### src/rtl/dp_mem_responder.sv
// rtl/dp_mem_responder.sv - arbitrated fixed-latency RAM responder for the instruction and data ports
// Data requests win over instruction requests; each access holds the RAM port for LAT cycles.

module dp_mem_responder #(
    parameter int LAT = 2
) (
    input  logic        CLK,
    input  logic        nRST,
    input  logic        halt,
    input  logic        imemREN,
    input  logic [31:0] imemaddr,
    output logic        ihit,
    output logic [31:0] imemload,
    input  logic        dmemREN,
    input  logic        dmemWEN,
    input  logic [31:0] dmemaddr,
    input  logic [31:0] dmemstore,
    output logic        dhit,
    output logic [31:0] dmemload,
    output logic        ramREN,
    output logic        ramWEN,
    output logic [31:0] ramaddr,
    output logic [31:0] ramstore,
    input  logic [31:0] ramload
);

    localparam int CW = $clog2(LAT + 1);
    localparam logic [CW-1:0] CNT_LAST = CW'(LAT - 1);

    typedef enum logic [1:0] {
        IDLE = 2'd0,
        IACC = 2'd1,
        DACC = 2'd2
    } state_t;

    state_t        state_q, state_d;
    logic [CW-1:0] cnt_q, cnt_d;
    logic [31:0]   addr_q, addr_d;
    logic [31:0]   store_q, store_d;
    logic          wen_q, wen_d;
    logic [31:0]   ihold_q, ihold_d;
    logic [31:0]   dhold_q, dhold_d;

    always_ff @(posedge CLK or negedge nRST) begin
        if (!nRST) begin
            state_q <= IDLE;
            cnt_q   <= '0;
            addr_q  <= '0;
            store_q <= '0;
            wen_q   <= 1'b0;
            ihold_q <= '0;
            dhold_q <= '0;
        end else begin
            state_q <= state_d;
            cnt_q   <= cnt_d;
            addr_q  <= addr_d;
            store_q <= store_d;
            wen_q   <= wen_d;
            ihold_q <= ihold_d;
            dhold_q <= dhold_d;
        end
    end

    always_comb begin
        state_d = state_q;
        cnt_d   = cnt_q;
        addr_d  = addr_q;
        store_d = store_q;
        wen_d   = wen_q;
        ihold_d = ihold_q;
        dhold_d = dhold_q;
        ihit    = 1'b0;
        dhit    = 1'b0;
        ramREN  = 1'b0;
        ramWEN  = 1'b0;

        case (state_q)
            IDLE: begin
                if (dmemREN || dmemWEN) begin
                    state_d = DACC;
                    cnt_d   = '0;
                    addr_d  = dmemaddr;
                    store_d = dmemstore;
                    wen_d   = dmemWEN;
                end else if (imemREN && !halt) begin
                    state_d = IACC;
                    cnt_d   = '0;
                    addr_d  = imemaddr;
                end
            end
            IACC: begin
                ramREN = 1'b1;
                cnt_d  = cnt_q + 1'b1;
                if (cnt_q == CNT_LAST) begin
                    ihit    = 1'b1;
                    ihold_d = ramload;
                    state_d = IDLE;
                end
            end
            DACC: begin
                ramREN = !wen_q;
                ramWEN = wen_q;
                cnt_d  = cnt_q + 1'b1;
                if (cnt_q == CNT_LAST) begin
                    dhit    = 1'b1;
                    state_d = IDLE;
                    if (!wen_q) begin
                        dhold_d = ramload;
                    end
                end
            end
            default: state_d = IDLE;
        endcase
    end

    // Load data is forwarded from the RAM during the hit cycle, then replayed from the hold register.
    assign imemload = ihit ? ramload : ihold_q;
    assign dmemload = (dhit && !wen_q) ? ramload : dhold_q;
    assign ramaddr  = addr_q;
    assign ramstore = store_q;

endmodule

### config.mk
export PLATFORM = sky130hd
export DESIGN_NAME = dp_mem_responder
export DESIGN_NICKNAME = d
export VERILOG_FILES = /design/src/rtl/dp_mem_responder.sv
export SDC_FILE = /design/constraint.sdc
export NUM_CORES = 1
export LEC_CHECK = 0
export ABC_AREA = 1
export CAP_MARGIN = 15
export CORE_MARGIN = 8
export CORE_UTILIZATION = 45
export DETAILED_ROUTE_END_ITERATION = 6
export PLACE_DENSITY_LB_ADDON = 0.1
export SLEW_MARGIN = 15
export SYNTH_ARGS = -nofsm -noshare
export SYNTH_HDL_FRONTEND = slang
export SYNTH_SLANG_ARGS = --single-unit
### constraint.sdc
create_clock -name CLK -period 4.1 [get_ports CLK]
set_input_delay 0.615 -clock CLK [delete_from_list [all_inputs] [get_ports CLK]]
set_output_delay 0.615 -clock CLK [all_outputs]
set_load 0.005 [all_outputs]
=== Word level (Yosys, flattened, before mapping) ===
Index checks and enable logic that the tools add are counted.

* Flip-flop bits (word level): 133
* Bits of input ports: 134
* Output and inout port bits: 132
* Logic and storage cells: 45

* $add $sub $neg: 1
* Equality and inequality tests: 5
* Mux-type cells: 16
* Bitwise logic cells: 1
* Reductions and logical operators: 15

{| class="wikitable"
|+ Operators by type and width
! cell !! count
|-
| $mux W32 || 4
|-
| $mux W2 || 5
|-
| $reduce_and A2 Y1 || 5
|-
| $pmux W2 S2 || 2
|-
| $eq A2 B1 Y1 const B || 2
|-
| $mux W1 || 4
|-
| $reduce_bool A2 Y1 || 2
|-
| $ne A3 B3 Y1 const B || 1
|-
| $reduce_and A3 Y1 || 1
|-
| $add A2 B1 Y2 const B || 1
|-
| $eq A2 B2 Y1 const B || 1
|-
| $logic_and A1 B1 Y1 || 2
|-
| $logic_not A1 Y1 || 2
|-
| $logic_not A2 Y1 || 1
|-
| $ne A2 B1 Y1 const B || 1
|-
| $pmux W1 S2 || 1
|-
| $reduce_or A2 Y1 || 1
|-
| $logic_or A1 B1 Y1 || 1
|-
| $not A1 Y1 || 1
|}

=== Logic depth before layout (Yosys ltp) ===
Gate-level depths: netlist of run 1.

* Depth after elaboration: 5
* Mapped depth: 8

=== Least setup slack after synthesis of run 1 ===
Ideal clock, no wire load.

* Kind: register -> output
* Start point: register state_q[0]
* End point: output dmemload[10]
* Arrival: 1369 ps
* Required time: 3485 ps
* Path slack: 2116 ps
* Cell stages (with the launch flop): 9
* Path buffers: 1
* Path through: dfrtp_1 > inv_1 > ha_1 > nand2_1 > inv_1 > nand2_1 > clkbuf_1 > nand2_1 > o21ai_0

* Word-level cells in the longest chain between the ends: 4

{| class="wikitable"
|+ Ends and longest elaborated chain
! item !! line !! text
|-
| start: declaration || 36 || <nowiki>state_t state_q, state_d;</nowiki>
|-
| start signal: assignment || 54 || <nowiki>state_q <= state_d;</nowiki>
|-
| $eq A2 B2 Y1 || 77 || <nowiki>case (state_q)</nowiki>
|-
| $mux W1 || 77 ||
|-
| net dhit || 18 || <nowiki>output logic dhit,</nowiki>
|-
| $logic_and A1 B1 Y1 || 118 || <nowiki>assign dmemload = (dhit && !wen_q) ? ramload : dhold_q;</nowiki>
|-
| $mux W32 || 118 ||
|-
| end: declaration || 19 || <nowiki>output logic [31:0] dmemload,</nowiki>
|}

The timed path passes the listed nets, and every way through them passes these cells.

=== Worst setup path after layout of run 1 ===
* Start point: register state_q[0]
* End point: output dmemload[15]

* Word-level cells in the longest chain between the ends: 4

{| class="wikitable"
|+ Ends and longest elaborated chain
! item !! line
|-
| $eq A2 B2 Y1 || 77
|-
| $mux W1 || 77
|-
| $logic_and A1 B1 Y1 || 118
|-
| $mux W32 || 118
|}

No other way between the ends.

==> results of run 1 <==
-- cell type report --
type                       instances  share of cell area (%)
sequential                       133                    36.2
timing repair buffer             270                    29.4
multi-input combinational        518                    24.2
clock buffer                      25                    5.29
tap                              176                    2.40
inverter                          46                    1.88
clock inverter                     5                   0.545
-- per-layer routing --
metal	global-route usage, %	vias up
met5	0	-
met4	9.59	0
met3	10.5	32
met2	33.6	197
met1	24.7	2422
li1	-	2792
-- critical path, cell delays in order, from the launching register on --
cell,delay (ns)
dfrtp_1,0.41
inv_1,0.12
ha_1,0.17
nand2_1,0.05
inv_1,0.09
nand2_2,0.55
o21ai_0,0.47
clkdlybuf4s50_1,0.58
-- cell families (layout without fill, tap and decap cells) --
group / count (synthesis) / after routing / synth area share [%]
AND/OR/NAND/NOR: 382 / 382 / 25.3
AO/OA/AOI/OAI: 130 / 130 / 11.0
buffers and inverters: 86 / 346 / 5.96
flip-flops: 133 / 133 / 56.5
adder cells (fa/ha/maj): 6 / 6 / 1.27
-- cell usage after synthesis (all sizes together) --
cell type / instances / area (um^2)
ha: 6 / 75.1
buf: 19 / 100
nor2: 5 / 51.3
clkbuf: 21 / 78.8
nand4: 1 / 6.26
nand2: 372 / 1410
a21oi: 1 / 5.00
inv: 46 / 173
nand3: 4 / 20.0
dfrtp: 133 / 3330
o21ai: 129 / 646
-- power groups by stage --
stage	registers [mW]	logic, mW	clock network (mW)
floorplan	2.28	1.31	0
global placement	2.28	3.17	0
finish	2.29	3.18	1.39
global route	2.37	3.56	1.48
detailed placement	2.29	3.22	0
CTS	2.29	3.23	1.42
-- worst min-delay path by stage --
stage,startpoint,endpoint,slack [ns],depth (start not counted)
after floorplan,nRST,cnt_q[0]$_DFFE_PN0P_,0.32,0
after global placement,ramstore[1]$_DFFE_PN0P_,ramstore[1]$_DFFE_PN0P_,0.45,2
after detailed placement,ramstore[30]$_DFFE_PN0P_,ramstore[30]$_DFFE_PN0P_,0.46,2
after CTS,nRST,ihold_q[10]$_DFFE_PN0P_,0.31,1
after global routing,nRST,dhold_q[7]$_DFFE_PN0P_,0.35,1
final,nRST,ihold_q[10]$_DFFE_PN0P_,0.28,1
-- sequential cells by signal (all words and copies together), names as in the netlist --
signal    cells
dhold_q      32
ihold_q      32
ramaddr      32
ramstore     32
cnt_q         2
state_q       2
wen_q         1
-- per-stage QoR --
| step | utilization (%) | area, um^2 | cells | power, mW |
|---|---|---|---|---|
| 2_1_floorplan | - | 5890 | 737 | 3.58 |
| 3_3_place_gp | 66.2 | 8630 | 1142 | 5.45 |
| 3_5_place_dp | 66.2 | 8630 | 1142 | 5.50 |
| 4_1_cts | 70.3 | 9170 | 1172 | 6.94 |
| 5_1_grt | 70.5 | 9190 | 1173 | 7.41 |
| 6_report | 70.5 | 9190 | 1173 | 6.85 |
==> impl_metrics.yaml, run 1 <==
status:
  status: "completed"
floorplan:
  pin_count: 266
  die_h_um: 130
  dieArea_um2: 17000
  std_cell_rows: 42
  start_util_pct: 45.2
  core_um2: 13000
  fp.dieW_um: 130
min_path:
  min_path_type: "input port to asynchronous set/reset pin"
power:
  p_per_area_nw_per_um2: 746
  p_comb_share_pct: 46.3
  cellInternalPower_mw: 4.57
  p_clk_share_pct: 20.3
  switching_power_mw: 2.28
  ir_drop_v: 0.000427
  p_sw_share_pct: 33.3
  leakage_nw: 4.55
  seq_power_share_pct: 33.4
sta:
  relSlewSlack_pct: 32.1
  setup_tns_ns: 0
  hold_slack_ns: 0.279
  clock_skew_ns: 0.00521
  timing.fmax_mhz: 287
  tightestPinTransition_ns: 1.01
  setup_viol: 0
  layout_setup_ws_ns: 0.621
  maxSlewViolCount: 0
  fin_crit_ns: 3.48
  fin_crit_sh_pct: 84.9
  grt_setup_unrepaired: "false"
  hold_viol: 0
place:
  gp_congestion: 0.794
  pre_cts_slack_ns: 1.09
  detailed_place_hpwl_mm: 12.7
  port_buffers: 265
clock_network:
  path_clk_slew_ns: 0.05
  postCtsHoldBufs: 0
  cts_tree: "built"
  cts_resized: 0
  clk_latency_ns: 0.41
  clock-sinks: 133
  htreeDepth: 4
  cts_buffers: 17
  post_cts_buffers: 0
  clockBufferDepth: 2
  root_buffer: "clkbuf_16"
grt:
  grt_pass1_wl_mm: 28.2
  grt_max_degree: 94
  antenna_found_initial: 0
  grt.total_usage_pct: 21.6
  grt_pass1_vias: 5429
  grt_overflow_total: 0
detailed_routing:
  wl_per_cell_um: 15.3
  vias: 5443
  postRouteAntennaNets: 0
  drt-initial-drc-count: 321
  drc_errors: 0
  first_pass_iters: 5
  wl_met2_mm: 8.38
  vias_per_cell: 4.64
  finalWirelength_mm: 17.9
  top_layer: "met4"
  met3_length_mm: 2.12
  met1Wirelength_mm: 6.95
cells_and_area:
  multi_input_area_um2: 2220
  final_cell_mix: "nand2_1, clkdlybuf4s50_1, dfrtp_1"
  syn2layout_area_growth_pct: 55.8
  antenna_cells: 0
  drive_gt1_share_pct: 4.01
  regArea_um2: 3330
  fill_cells: 1098
  final_nets: 1126
  layout_commonest_cell: "nand2_1"
yosys:
  syn_area_per_cell_um2: 8.00
  synth.distinct_cells: 16
  synth-seq-area-share_pct: 56.5
  synth_cells: 737
  yosysWarnings: 0
  synth_area_um2: 5890
  ys_seq_elements: 133
  synth_nets: 877
setup_path:
  path_max_fanout: 64
  worstSetupEndpoint: "dmemload[15]"
  reg2reg_slack_ns: 1.97
  critPathCaptureType: "output port"
  path_class: "flip-flop to output port"
  regToRegStartpoint: "state_q[0]$_DFFE_PN0P_"
  startpoint: "state_q[0]$_DFFE_PN0P_"
  cp.arrival_ns: 2.86
  start_kind: "flip-flop"
  reg2reg_depth: 7
  rr_endpoint: "ramstore[5]$_DFFE_PN0P_"
  crit_required_ns: 3.48
run:
  drv_cap: 0
No activity file was read; power rests on OpenSTA's default activity.
==> run 2, diff against run 1 <==
--- a/config.mk
+++ b/config.mk
@@ -8,7 +8,7 @@
 export ABC_AREA = 1
 export CAP_MARGIN = 15
 export CORE_MARGIN = 8
-export CORE_UTILIZATION = 45
+export CORE_UTILIZATION = 38
 export DETAILED_ROUTE_END_ITERATION = 6
 export PLACE_DENSITY_LB_ADDON = 0.1
 export SLEW_MARGIN = 15
==> constraint.sdc (replaced) <==
create_clock -name CLK -period 3 [get_ports CLK]
set_input_delay 0.45 -clock CLK [delete_from_list [all_inputs] [get_ports CLK]]
set_output_delay 0.45 -clock CLK [all_outputs]
set_load 0.005 [all_outputs]
==> run 2 against run 1 <==
Hold slack got worse by 0.21 ns; wire length is 2.3% higher; cell count is 1.5% higher; sequential power up 36%; critical endpoint is now dmemload[8]; core utilization down 9.1 points; die area increased by 16%; combinational power grew 39%.
==> impl_metrics.yaml, run 2 (synthesis results as in run 1) <==
cells_and_area:
  fin_area_um2: 9340
  antenna_cells: 0
  fill_cells: 1382
  multi_input_area_um2: 2250
  final_nets: 1130
  drive_gt1_share_pct: 5.18
  syn2layout_area_growth_pct: 58.4
  regArea_um2: 3330
  layout_commonest_cell: "nand2_1"
  final_cell_mix: "nand2_1, clkdlybuf4s50_1, dfrtp_1"
  final_cells: 1191
detailed_routing:
  vias: 5419
  drt-initial-drc-count: 338
  postRouteAntennaNets: 0
  drc_errors: 0
  finalWirelength_mm: 18.4
  wl_per_cell_um: 15.4
  vias_per_cell: 4.55
  first_pass_iters: 4
floorplan:
  dieArea_um2: 19800
  start_util_pct: 38.8
  std_cell_rows: 45
  fp.dieW_um: 141
  die_h_um: 141
  pin_count: 266
  core_um2: 15200
clock_network:
  postCtsHoldBufs: 0
  cts_buffers: 17
  cts_tree: "built"
  clockBufferDepth: 2
  clk_latency_ns: 0.41
  path_clk_slew_ns: 0.06
  root_buffer: "clkbuf_16"
  post_cts_buffers: 0
  htreeDepth: 4
  clock-sinks: 133
power:
  ir_drop_v: 0.000424
  p_per_area_nw_per_um2: 1030
  leakage_nw: 4.59
setup_path:
  reg2reg_depth: 7
  start_kind: "flip-flop"
  crit_chain: "inv_1 > ha_1 > nand2_1 > inv_2 > nand2_8 > buf_8 > o21ai_0 > clkdlybuf4s50_1"
  path_class: "flip-flop to output port"
  max_stage_delay_ns: 0.53
  reg2reg_slack_ns: 0.89
  critPathCaptureType: "output port"
  path_max_fanout: 36
  slowest_stage: "clkdlybuf4s50_1"
  startpoint: "state_q[0]$_DFFE_PN0P_"
  regToRegStartpoint: "state_q[0]$_DFFE_PN0P_"
  cp.arrival_ns: 2.30
  rr_endpoint: "ramstore[26]$_DFFE_PN0P_"
  critPathTopFamily: "buffers and inverters"
  crit_required_ns: 2.55
  cp.buffers_inverters: 4
sta:
  setup_tns_ns: 0
  tightestPinTransition_ns: 0.740
  fin_crit_sh_pct: 91.8
  relSlewSlack_pct: 50.7
  fin_crit_ns: 2.75
  grt_setup_unrepaired: "false"
  timing.fmax_mhz: 363
  maxSlewViolCount: 0
  setup_viol: 0
  hold_viol: 0
  layout_setup_ws_ns: 0.246
  clock_skew_ns: 0.00692
place:
  detailed_place_hpwl_mm: 13.2
  port_buffers: 265
  gp_congestion: 0.751
  dp_cells: 1159
  place_area_um2: 8690
  pre_cts_slack_ns: 0.352
grt:
  grt_overflow_total: 0
  grt_pass1_wl_mm: 29.6
  grt_pass1_vias: 5506
  grt_max_degree: 79
  antenna_found_initial: 0
  grt.total_usage_pct: 18.9
status:
  status: "completed"
run:
  drv_cap: 0
min_path:
  min_path_type: "input port to asynchronous set/reset pin"
run 2: cell types whose count changed in the layout (fill, tap and decap cells not counted), moves of 2 or more:
cell / previous run / this run
clkbuf_1: 5 / 1
clkinvlp_4: 0 / 4
bufinv_16: 1 / 3
buf_4: 4 / 7
run 2: per-layer routing:
layer	part of all wire (%)	vias to the layer above	GRT usage, %	routed length [um]
met1	42	2423	22.7	7720
met2	46	183	29.6	8490
met4	1.4	0	6.11	248
li1	-	2796	-	-
met5	0	-	0	0
met3	10	17	8.73	1910
run 2: cell type report:
cell class                 count  area share [%]
clock buffer                  20            4.89
clock inverter                12            1.64
inverter                      46            1.85
multi-input combinational    518            24.1
sequential                   133            35.7
tap                          188            2.52
timing repair buffer         274            29.4
run 2: power breakdown:
part           switching (mW)  total [mW]  internal, mW  leakage, nW
logic                    2.04        4.42          2.38         2.70
clock network           0.771        2.12          1.35        0.288
registers               0.426        3.12          2.70         1.60
total                    3.23        9.66          6.43         4.59
run 2: worst max path at each step:
stage                     slack (ns)            to  cells after the start
after floorplan                 1.18  dmemload[10]                      8
after global placement          0.45  dmemload[17]                      9
after detailed placement        0.35   dmemload[1]                      9
after CTS                       0.12   dmemload[8]                      9
after global routing            0.05   dmemload[6]                      9
final                           0.25   dmemload[8]                      8
run 2: through the flow:
step	power [mW]	utilization [%]	hold WS, ns
3_3_place_gp	7.54	57.2	0.452
4_1_cts	9.79	61.3	0.0954
3_5_place_dp	7.59	57.2	0.459
5_1_grt	10.4	61.4	0.119
2_1_floorplan	4.90	-	0.154
6_report	9.66	61.4	0.0679
run 2: repair_timing:
action	CTS	global route
pin swaps	0	0
gates resized for setup	2	5
setup endpoints to repair	18	18
